--- config.mk ---
export PLATFORM = sky130hd
export DESIGN_NAME = instr_fetch_flat
export DESIGN_NICKNAME = d
export VERILOG_FILES = /design/src/rtl/riscv_pkg.sv /design/src/rtl/instr_fetch_if.sv /design/src/rtl/instr_fetch.sv /design/src/flat_wrapper.sv
export SDC_FILE = /design/constraint.sdc
export NUM_CORES = 1
export LEC_CHECK = 0
export BUFFER_PORTS_ARGS = -buffer_cell sky130_fd_sc_hd__buf_4
export CAP_MARGIN = 25
export CELL_PAD_IN_SITES_DETAIL_PLACEMENT = 1
export CELL_PAD_IN_SITES_GLOBAL_PLACEMENT = 1
export CORE_UTILIZATION = 33
export CTS_CLUSTER_SIZE = 30
export DETAILED_ROUTE_END_ITERATION = 8
export GPL_ROUTABILITY_DRIVEN = 0
export PLACE_DENSITY_LB_ADDON = 0.05
export RECOVER_POWER = 50
export SYNTH_ARGS = -nofsm -noshare
export SYNTH_HDL_FRONTEND = slang
export SYNTH_SLANG_ARGS = --single-unit
export TNS_END_PERCENT = 20
--- constraint.sdc ---
create_clock -name clk -period 2.07 [get_ports clk]
set_input_delay 0 -clock clk [delete_from_list [all_inputs] [get_ports clk]]
set_output_delay 0 -clock clk [all_outputs]
set_load 0.02 [all_outputs]
--- src/rtl/riscv_pkg.sv ---
// Shared fetch-stage types and constants.
package riscv_pkg;

  localparam int unsigned XLEN = 32;

  localparam logic [XLEN-1:0] DEFAULT_RESET_PC = 32'h0000_0000;
  localparam logic [XLEN-1:0] NOP_INSTR        = 32'h0000_0013;

  typedef enum logic [1:0] {
    S_REQ,
    S_WAIT,
    S_HOLD
  } fetch_state_e;

  // Instruction word paired with the address it was fetched from
  typedef struct packed {
    logic [XLEN-1:0] pc;
    logic [XLEN-1:0] instr;
  } fetch_pkt_t;

endpackage

--- src/rtl/instr_fetch_if.sv ---
// Instruction-memory request/response channel plus the fetch-to-decode handshake.
interface instr_fetch_if;
  import riscv_pkg::*;

  logic            imem_req;
  logic [XLEN-1:0] imem_addr;
  logic            imem_ready;
  logic            imem_rvalid;
  logic [XLEN-1:0] imem_rdata;

  logic            instr_valid;
  logic            instr_ready;
  logic [XLEN-1:0] instr_out;
  logic [XLEN-1:0] pc_out;
  logic [XLEN-1:0] pc_plus4;

  modport master (
    output imem_req, imem_addr,
    input  imem_ready, imem_rvalid, imem_rdata,
    output instr_valid, instr_out, pc_out, pc_plus4,
    input  instr_ready
  );

  modport slave (
    input  imem_req, imem_addr,
    output imem_ready, imem_rvalid, imem_rdata,
    input  instr_valid, instr_out, pc_out, pc_plus4,
    output instr_ready
  );

endinterface

--- src/rtl/instr_fetch.sv ---
// Fetch stage: owns the PC, issues one imem request at a time and holds the
// returned word for decode; redirects flush the buffer and poison in-flight fetches.
module instr_fetch
  import riscv_pkg::*;
#(
  parameter int unsigned     XLEN     = riscv_pkg::XLEN,
  parameter logic [XLEN-1:0] RESET_PC = DEFAULT_RESET_PC
) (
  input  logic             clk,
  input  logic             rst_n,
  input  logic             redirect_valid,
  input  logic [XLEN-1:0]  redirect_pc,
  instr_fetch_if.master    bus,
  output logic             fetch_misalign
);

  fetch_state_e    state_q, state_d;
  logic [XLEN-1:0] pc_q, pc_d;
  logic            req_q, req_d;
  logic [XLEN-1:0] addr_q, addr_d;
  logic            discard_q, discard_d;
  logic            valid_q, valid_d;
  fetch_pkt_t      pkt_q, pkt_d;
  logic [XLEN-1:0] pcp4_q, pcp4_d;
  logic            misalign_q, misalign_d;
  logic            advance;
  logic            accept_c;
  logic            transfer_c;

  // Redirect always wins; otherwise step by one word only when decode took the instruction
  function automatic logic [XLEN-1:0] sel_next_pc(input logic            redir,
                                                  input logic [XLEN-1:0] target,
                                                  input logic            adv,
                                                  input logic [XLEN-1:0] cur);
    logic [XLEN-1:0] nxt;
    nxt = cur;
    if (redir) begin
      nxt = {target[XLEN-1:2], 2'b00};
    end else if (adv) begin
      nxt = cur + XLEN'(4);
    end
    return nxt;
  endfunction

  assign accept_c   = (state_q == S_REQ) && req_q && bus.imem_ready;
  assign transfer_c = valid_q && bus.instr_ready;

  always_comb begin
    state_d    = state_q;
    discard_d  = discard_q;
    valid_d    = valid_q;
    pkt_d      = pkt_q;
    pcp4_d     = pcp4_q;
    advance    = 1'b0;
    misalign_d = redirect_valid && (redirect_pc[1:0] != 2'b00);

    case (state_q)
      S_REQ: begin
        if (accept_c) begin
          state_d   = S_WAIT;
          discard_d = redirect_valid;
        end
      end
      S_WAIT: begin
        if (bus.imem_rvalid) begin
          discard_d = 1'b0;
          // A redirect in the same cycle makes this response stale as well
          if (discard_q || redirect_valid) begin
            state_d = S_REQ;
          end else begin
            state_d = S_HOLD;
            valid_d = 1'b1;
            pkt_d   = '{pc: pc_q, instr: bus.imem_rdata};
            pcp4_d  = pc_q + XLEN'(4);
          end
        end else if (redirect_valid) begin
          discard_d = 1'b1;
        end
      end
      S_HOLD: begin
        if (redirect_valid || transfer_c) begin
          state_d = S_REQ;
          valid_d = 1'b0;
          advance = !redirect_valid;
        end
      end
      default: begin
        state_d   = S_REQ;
        discard_d = 1'b0;
        valid_d   = 1'b0;
      end
    endcase

    pc_d   = sel_next_pc(redirect_valid, redirect_pc, advance, pc_q);
    req_d  = (state_d == S_REQ);
    addr_d = pc_d;
  end

  always_ff @(posedge clk or negedge rst_n) begin
    if (!rst_n) begin
      state_q    <= S_REQ;
      pc_q       <= RESET_PC;
      req_q      <= 1'b0;
      addr_q     <= RESET_PC;
      discard_q  <= 1'b0;
      valid_q    <= 1'b0;
      pkt_q      <= '{pc: RESET_PC, instr: NOP_INSTR};
      pcp4_q     <= RESET_PC + XLEN'(4);
      misalign_q <= 1'b0;
    end else begin
      state_q    <= state_d;
      pc_q       <= pc_d;
      req_q      <= req_d;
      addr_q     <= addr_d;
      discard_q  <= discard_d;
      valid_q    <= valid_d;
      pkt_q      <= pkt_d;
      pcp4_q     <= pcp4_d;
      misalign_q <= misalign_d;
    end
  end

  assign bus.imem_req    = req_q;
  assign bus.imem_addr   = addr_q;
  assign bus.instr_valid = valid_q;
  assign bus.instr_out   = pkt_q.instr;
  assign bus.pc_out      = pkt_q.pc;
  assign bus.pc_plus4    = pcp4_q;
  assign fetch_misalign  = misalign_q;

endmodule

--- src/flat_wrapper.sv ---
// flat-port wrapper written by rule: the top's interface ports become plain ports
module instr_fetch_flat import riscv_pkg::*;
#(
  parameter int unsigned     XLEN     = riscv_pkg::XLEN,
  parameter logic [XLEN-1:0] RESET_PC = DEFAULT_RESET_PC
)
  (clk, rst_n, redirect_valid, redirect_pc, fetch_misalign, bus_imem_req, bus_imem_addr, bus_imem_ready, bus_imem_rvalid, bus_imem_rdata, bus_instr_valid, bus_instr_out, bus_pc_out, bus_pc_plus4, bus_instr_ready);
  instr_fetch_if bus_i ();
  input  logic clk;
  input  logic rst_n;
  input  logic redirect_valid;
  input  logic [XLEN-1:0] redirect_pc;
  output logic fetch_misalign;
  output wire logic [$bits(bus_i.imem_req)-1:0] bus_imem_req;
  output wire logic [$bits(bus_i.imem_addr)-1:0] bus_imem_addr;
  input wire logic [$bits(bus_i.imem_ready)-1:0] bus_imem_ready;
  input wire logic [$bits(bus_i.imem_rvalid)-1:0] bus_imem_rvalid;
  input wire logic [$bits(bus_i.imem_rdata)-1:0] bus_imem_rdata;
  output wire logic [$bits(bus_i.instr_valid)-1:0] bus_instr_valid;
  output wire logic [$bits(bus_i.instr_out)-1:0] bus_instr_out;
  output wire logic [$bits(bus_i.pc_out)-1:0] bus_pc_out;
  output wire logic [$bits(bus_i.pc_plus4)-1:0] bus_pc_plus4;
  input wire logic [$bits(bus_i.instr_ready)-1:0] bus_instr_ready;
  assign bus_imem_req = bus_i.imem_req;
  assign bus_imem_addr = bus_i.imem_addr;
  assign bus_i.imem_ready = bus_imem_ready;
  assign bus_i.imem_rvalid = bus_imem_rvalid;
  assign bus_i.imem_rdata = bus_imem_rdata;
  assign bus_instr_valid = bus_i.instr_valid;
  assign bus_instr_out = bus_i.instr_out;
  assign bus_pc_out = bus_i.pc_out;
  assign bus_pc_plus4 = bus_i.pc_plus4;
  assign bus_i.instr_ready = bus_instr_ready;
  instr_fetch #(.XLEN(XLEN), .RESET_PC(RESET_PC)) u_core (.clk(clk), .rst_n(rst_n), .redirect_valid(redirect_valid), .redirect_pc(redirect_pc), .bus(bus_i), .fetch_misalign(fetch_misalign));
endmodule
# == Word level (Yosys, flattened, before mapping) ==
# Index checks and enable logic that the tools add are counted.
# classes
addsub,1
reduce_logical,14
eq_ne,7
bitwise_logic,3
n_mux,17
# ops
cell,n
32-bit two-way mux,2
"32-bit by 3-bit adder with 32-bit output, second input constant",1
1-bit two-way mux,8
2-bit two-way mux,4
1-bit one-hot mux with 3 select lines,2
2-bit one-hot mux with 3 select lines,1
3-bit AND reduction,2
1-bit logical AND,4
2-bit zero test,2
"2-bit by 1-bit inequality test with 1-bit output, second input constant",2
"2-bit inequality test, second input constant",2
4-bit AND reduction,1
2-bit nonzero test,2
"3-bit inequality test, second input constant",1
1-bit inverter,3
"2-bit by 1-bit equality test with 1-bit output, second input constant",1
"2-bit equality test, second input constant",1
1-bit logical OR,2
1-bit zero test,1
# totals
wordCells,51
out_inout_bits,131
register_bits,134
inputBits,70

# == Longest topological paths before layout ==
# logic_depth
ltp_word,6
mapped_depth,8
ltp_nobuf,6

# == Worst setup path after synthesis ==
# Ideal clock, no wire load.
# synth_timing
path_kind,flip-flop to flip-flop
from,register u_core.pc_q[7]
to,register u_core.pc_q[28]
required_time_ns,1.946
t_arrival_ns,2.069
slack_ns,-0.123
setup_time_ns,0.124
synth_period_minus_slack_ns,2.193
path_buffers,1
path_stages_with_launch,7
path_cell_list,dfrtp_1 > buf_2 > nand4_2 > nor4_2 > nand4_2 > o21a_1 > o31a_1
# synth_via
elab_chain_len,3
# synth_lines
item,line_no,source
"start, declared",instr_fetch.sv:18,"logic [XLEN-1:0] pc_q, pc_d;"
"start signal, assigned",instr_fetch.sv:112,pc_q <= pc_d;
32-bit by 3-bit adder with 32-bit output,instr_fetch.sv:40,nxt = cur + XLEN'(4);
32-bit two-way mux,instr_fetch.sv:39,end else if (adv) begin
32-bit two-way mux,instr_fetch.sv:37,if (redir) begin
# Every way passes these cells. The select of a mux whose other input is x is not followed.
# A chain may end at the register's enable or synchronous reset.

# == Final worst setup path ==
# layout_timing
from,register u_core.pc_q[3]
to,register u_core.pcp4_q[27] (netlist: u_core.bus.pc_plus4[27])
# layout_via
elab_chain_len,1
# layout_lines
item,line_no,source
32-bit by 3-bit adder with 32-bit output,instr_fetch.sv:74,pcp4_d = pc_q + XLEN'(4);
"end signal, assigned",instr_fetch.sv:108,pcp4_q <= RESET_PC + XLEN'(4);
"end signal, assigned",instr_fetch.sv:118,pcp4_q <= pcp4_d;
"end, declared",instr_fetch.sv:24,"logic [XLEN-1:0] pcp4_q, pcp4_d;"
# Every way passes these cells.

==> metrics.csv <==
metric,value,unit
Post-synth EDFFs,0,
Reg2Reg Launch Point,u_core.pc_q[3],
DRT iter0 DRCs,133,
sum of buffers and inverters on the critical path,2,
status,"complete, but fails checks",
YS warnings,0,
fin crit share,95.7,%
Die Ht,136,µm
static leakage,4.13,nW
Area Growth Syn to Fin,49.5,%
clock share of power,27.1,%
worst min path class,in -> reg,
Num CTS Buffers,17,
largest net degree at the start of global routing,85,
register area share after synthesis,54.3,%
H-tree levels,4,
Yosys top cell area share,52.5,%
final net count,1008,
internal power,6.94,mW
failing checks,"max-capacitance violations, max-slew violations",
P_sw,4.35,mW
maximum VDD drop,0.000654,V
"Reg clk slew, reported paths",0.06,ns
Worst Max-Slew Pin Slew,1.63,ns
first-pass GRT wire length,32.1,mm
Total Routing Usage GR,22.6,%
Synth cell types,41,
Residual DRC,0,
unrepaired setup endpoints after global routing,yes,
Startpoint Class,flip-flop,
path type of the worst setup path,reg -> reg,
worst hold start,redirect_valid,
Max Fanout on Critical Path,6,
largest family of logic cells by synthesized area,simple AND/OR/NAND/NOR gates,
Yosys top cell by area,dfrtp_1,
Crit. End Element,flip-flop,
total gr overflow,0,
antenna violations before repair,0,
Worst Path Required,2.35,ns
ant diodes,0,
compound-cell area share of the yosys netlist,6.12,%
critical path's top delay family,simple AND/OR/NAND/NOR gates,
CP max stage cell,nand4_1,
worst setup path startpoint,u_core.pc_q[3],
Clock Tree Root,clkbuf_16,
global-route met1 utilization,27.3,%
post-synthesis adder-cell area fraction,0.212,%
Final Slew Violations,63,
Clock Skew,0.00694,ns
Initial Util,33.9,%
post-synthesis mux area share,0.169,%
clk sink count,128,
total power,11.3,mW
Cells after Synth,662,
Wirelength per Cell,16.9,µm
Synth Register Bits,128,
GR Layer Usage met3,5.69,%
Final min period,1.98,ns
final worst setup slack,0.0899,ns
layout cell share with drive strength beyond 1,24.2,%
port buffer count,194,
Vias/cell,4.83,
largest cells by area after synthesis,"dfrtp_1, nand2_1, xnor2_1",
Initial DRT Pass Iterations,4,
CP most frequent cell,buf_4,
Comb pwr share,36.1,%
Sequential Power Share,36.8,%
Vias,5672,
Final Hold Fails,0,
Simple-Gate Fraction of Synth Area,26.4,%
CTS Buffer Depth,2,
pre-CTS setup slack,0.137,ns
Post-Place Cells,1074,
Slew HR,-8.52,%
routed wire length,19.8,mm
final setup vio count,0,
fmax,505,MHz
detailed placement HPWL,13.6,mm
Post-synth ARST share,100,%
die area,18400,µm²
Core ar.,17400,µm²
most common flop cell mapped by yosys,dfrtp_1,
Antenna Nets Post-Route,0,
"count leader, synth",nand2_1,
PwrDens,1280,nW/µm²
IO Pins,201,
CTS resizes,0,
Arrival @ worst endpoint,2.26,ns
crit-path max cell delay,0.36,ns
Switching Share,38.5,%
Filler cells,2069,
max cap viols,1,
most frequent cells after synthesis,"nand2_1, dfrtp_1, o21ai_0",
FF+latch area,3220,µm²
num rows,48,
number of global-route vias before repair,6114,
Hold Worst Slack,0.00562,ns
fraction of synthesized cell area in xor and xnor cells,8.30,%
TNS Setup,0,ns
die width,136,µm
met2 Use GR,39.1,%
clock latency at the later pin of the worst-skew pair,0.42,ns
"Cell Chain, Critical Path",buf_4 > nand4_1 > nor3_1 > buf_4 > nand3_1 > xor2_1 > o21ai_0,
Mapped Area,5910,µm²
Post-CTS Setup Repair Bufs,0,
CTS tree,yes,
Non-Filler Instances,1174,
GR peak layer,met2,
Synth Area per Inst,8.92,µm²
multi-input logic area,2480,µm²
==> registers in the layout (all words and copies together) (netlist names) <==
signal / count
u_core.bus.imem_req: 1
u_core.bus.instr_out: 32
u_core.bus.instr_valid: 1
u_core.bus.pc_out: 30
u_core.bus.pc_plus4: 30
u_core.discard_q: 1
u_core.fetch_misalign: 1
u_core.pc_q: 30
u_core.state_q: 2
==> metrics by stage <==
stage | utilization, % | area [µm²]
2_1_floorplan | - | 5960
3_3_place_gp | 44.8 | 7800
3_5_place_dp | 44.8 | 7800
4_1_cts | 52.1 | 9080
5_1_grt | 50.7 | 8830
6_report | 50.7 | 8830
==> cells by family after synthesis <==
kind of cell | count (synthesis)
AND/OR/NAND/NOR | 349
flip-flops | 128
AO/OA/AOI/OAI | 67
buffers and inverters | 59
XOR/XNOR | 56
adder cells (fa/ha/maj) | 1
other | 1
multiplexers | 1
==> worst paths after layout <==
| check | slack (ns) | cells after the start | endpoint |
|---|---|---|---|
| max in group asynchronous | 0.25 | 3 | u_core.bus.instr_out[0] |
| max reg2reg | 0.09 | 7 | u_core.bus.pc_plus4[27] |
| min in group asynchronous | 0.54 | 2 | u_core.bus.pc_out[11] |
| min reg2reg | 0.47 | 2 | u_core.bus.instr_out[4] |
| min | 0.006 | 3 | u_core.pc_q[7] |
| max | 0.09 | 7 | u_core.bus.pc_plus4[27] |
==> worst reg2reg max path: cells and delay by family, from the launching register on <==
family,cells,cell delay (ns)
AO/OA/AOI/OAI,1,0.12
XOR/XNOR,1,0.27
buffers and inverters,2,0.34
flip-flops,1,0.35
AND/OR/NAND/NOR,3,0.75
==> cell type report <==
type                            count  share of cell area [%]
Clock buffer                       25                    5.49
Tap cell                          225                    3.19
Inverter                            5                   0.212
Sequential cell                   128                    36.4
Clock inverter                      6                    1.19
Multi-Input combinational cell    480                    28.1
Timing Repair Buffer              305                    25.4
==> power by group through the flow <==
stage / logic, mW / registers [mW] / clock network [mW]
2_1_floorplan: 1.11 / 5.29 / 0
3_3_place_gp: 4.38 / 4.13 / 0
3_5_place_dp: 4.49 / 4.19 / 0
4_1_cts: 4.61 / 4.18 / 3.12
5_1_grt: 4.48 / 4.29 / 3.25
6_report: 4.08 / 4.15 / 3.06
==> placed cells by master (no fill, tap or decap), types with 3 or more instances in the layout <==
cell / n
nor2_1: 16
nand3_1: 17
conb_1: 6
and3_1: 3
clkbuf_8: 3
clkinv_2: 3
inv_1: 5
nand4_1: 11
xor2_1: 21
nand2_1: 259
o21ai_0: 51
o21ai_1: 8
dfrtp_2: 6
clkbuf_16: 17
dfrtp_1: 118
nor3_1: 17
dfstp_2: 4
bufinv_16: 3
xnor2_1: 35
clkbuf_1: 65
buf_4: 172
dlygate4sd3_1: 69
nor4_2: 8
==> routing by layer <==
metal	share of wire (%)	up-vias
met5	0	-
met4	1.6	0
met3	5.0	22
met2	49	146
met1	44	2823
li1	-	2681
==> what timing repair did <==
| action | CTS | global route |
|---|---|---|
| endpoints found under the hold margin | 126 | 0 |
| hold buffers | 69 | 0 |
| endpoints found under the setup margin | 0 | 2 |
Note: power is estimated with default switching activity, not from simulation.
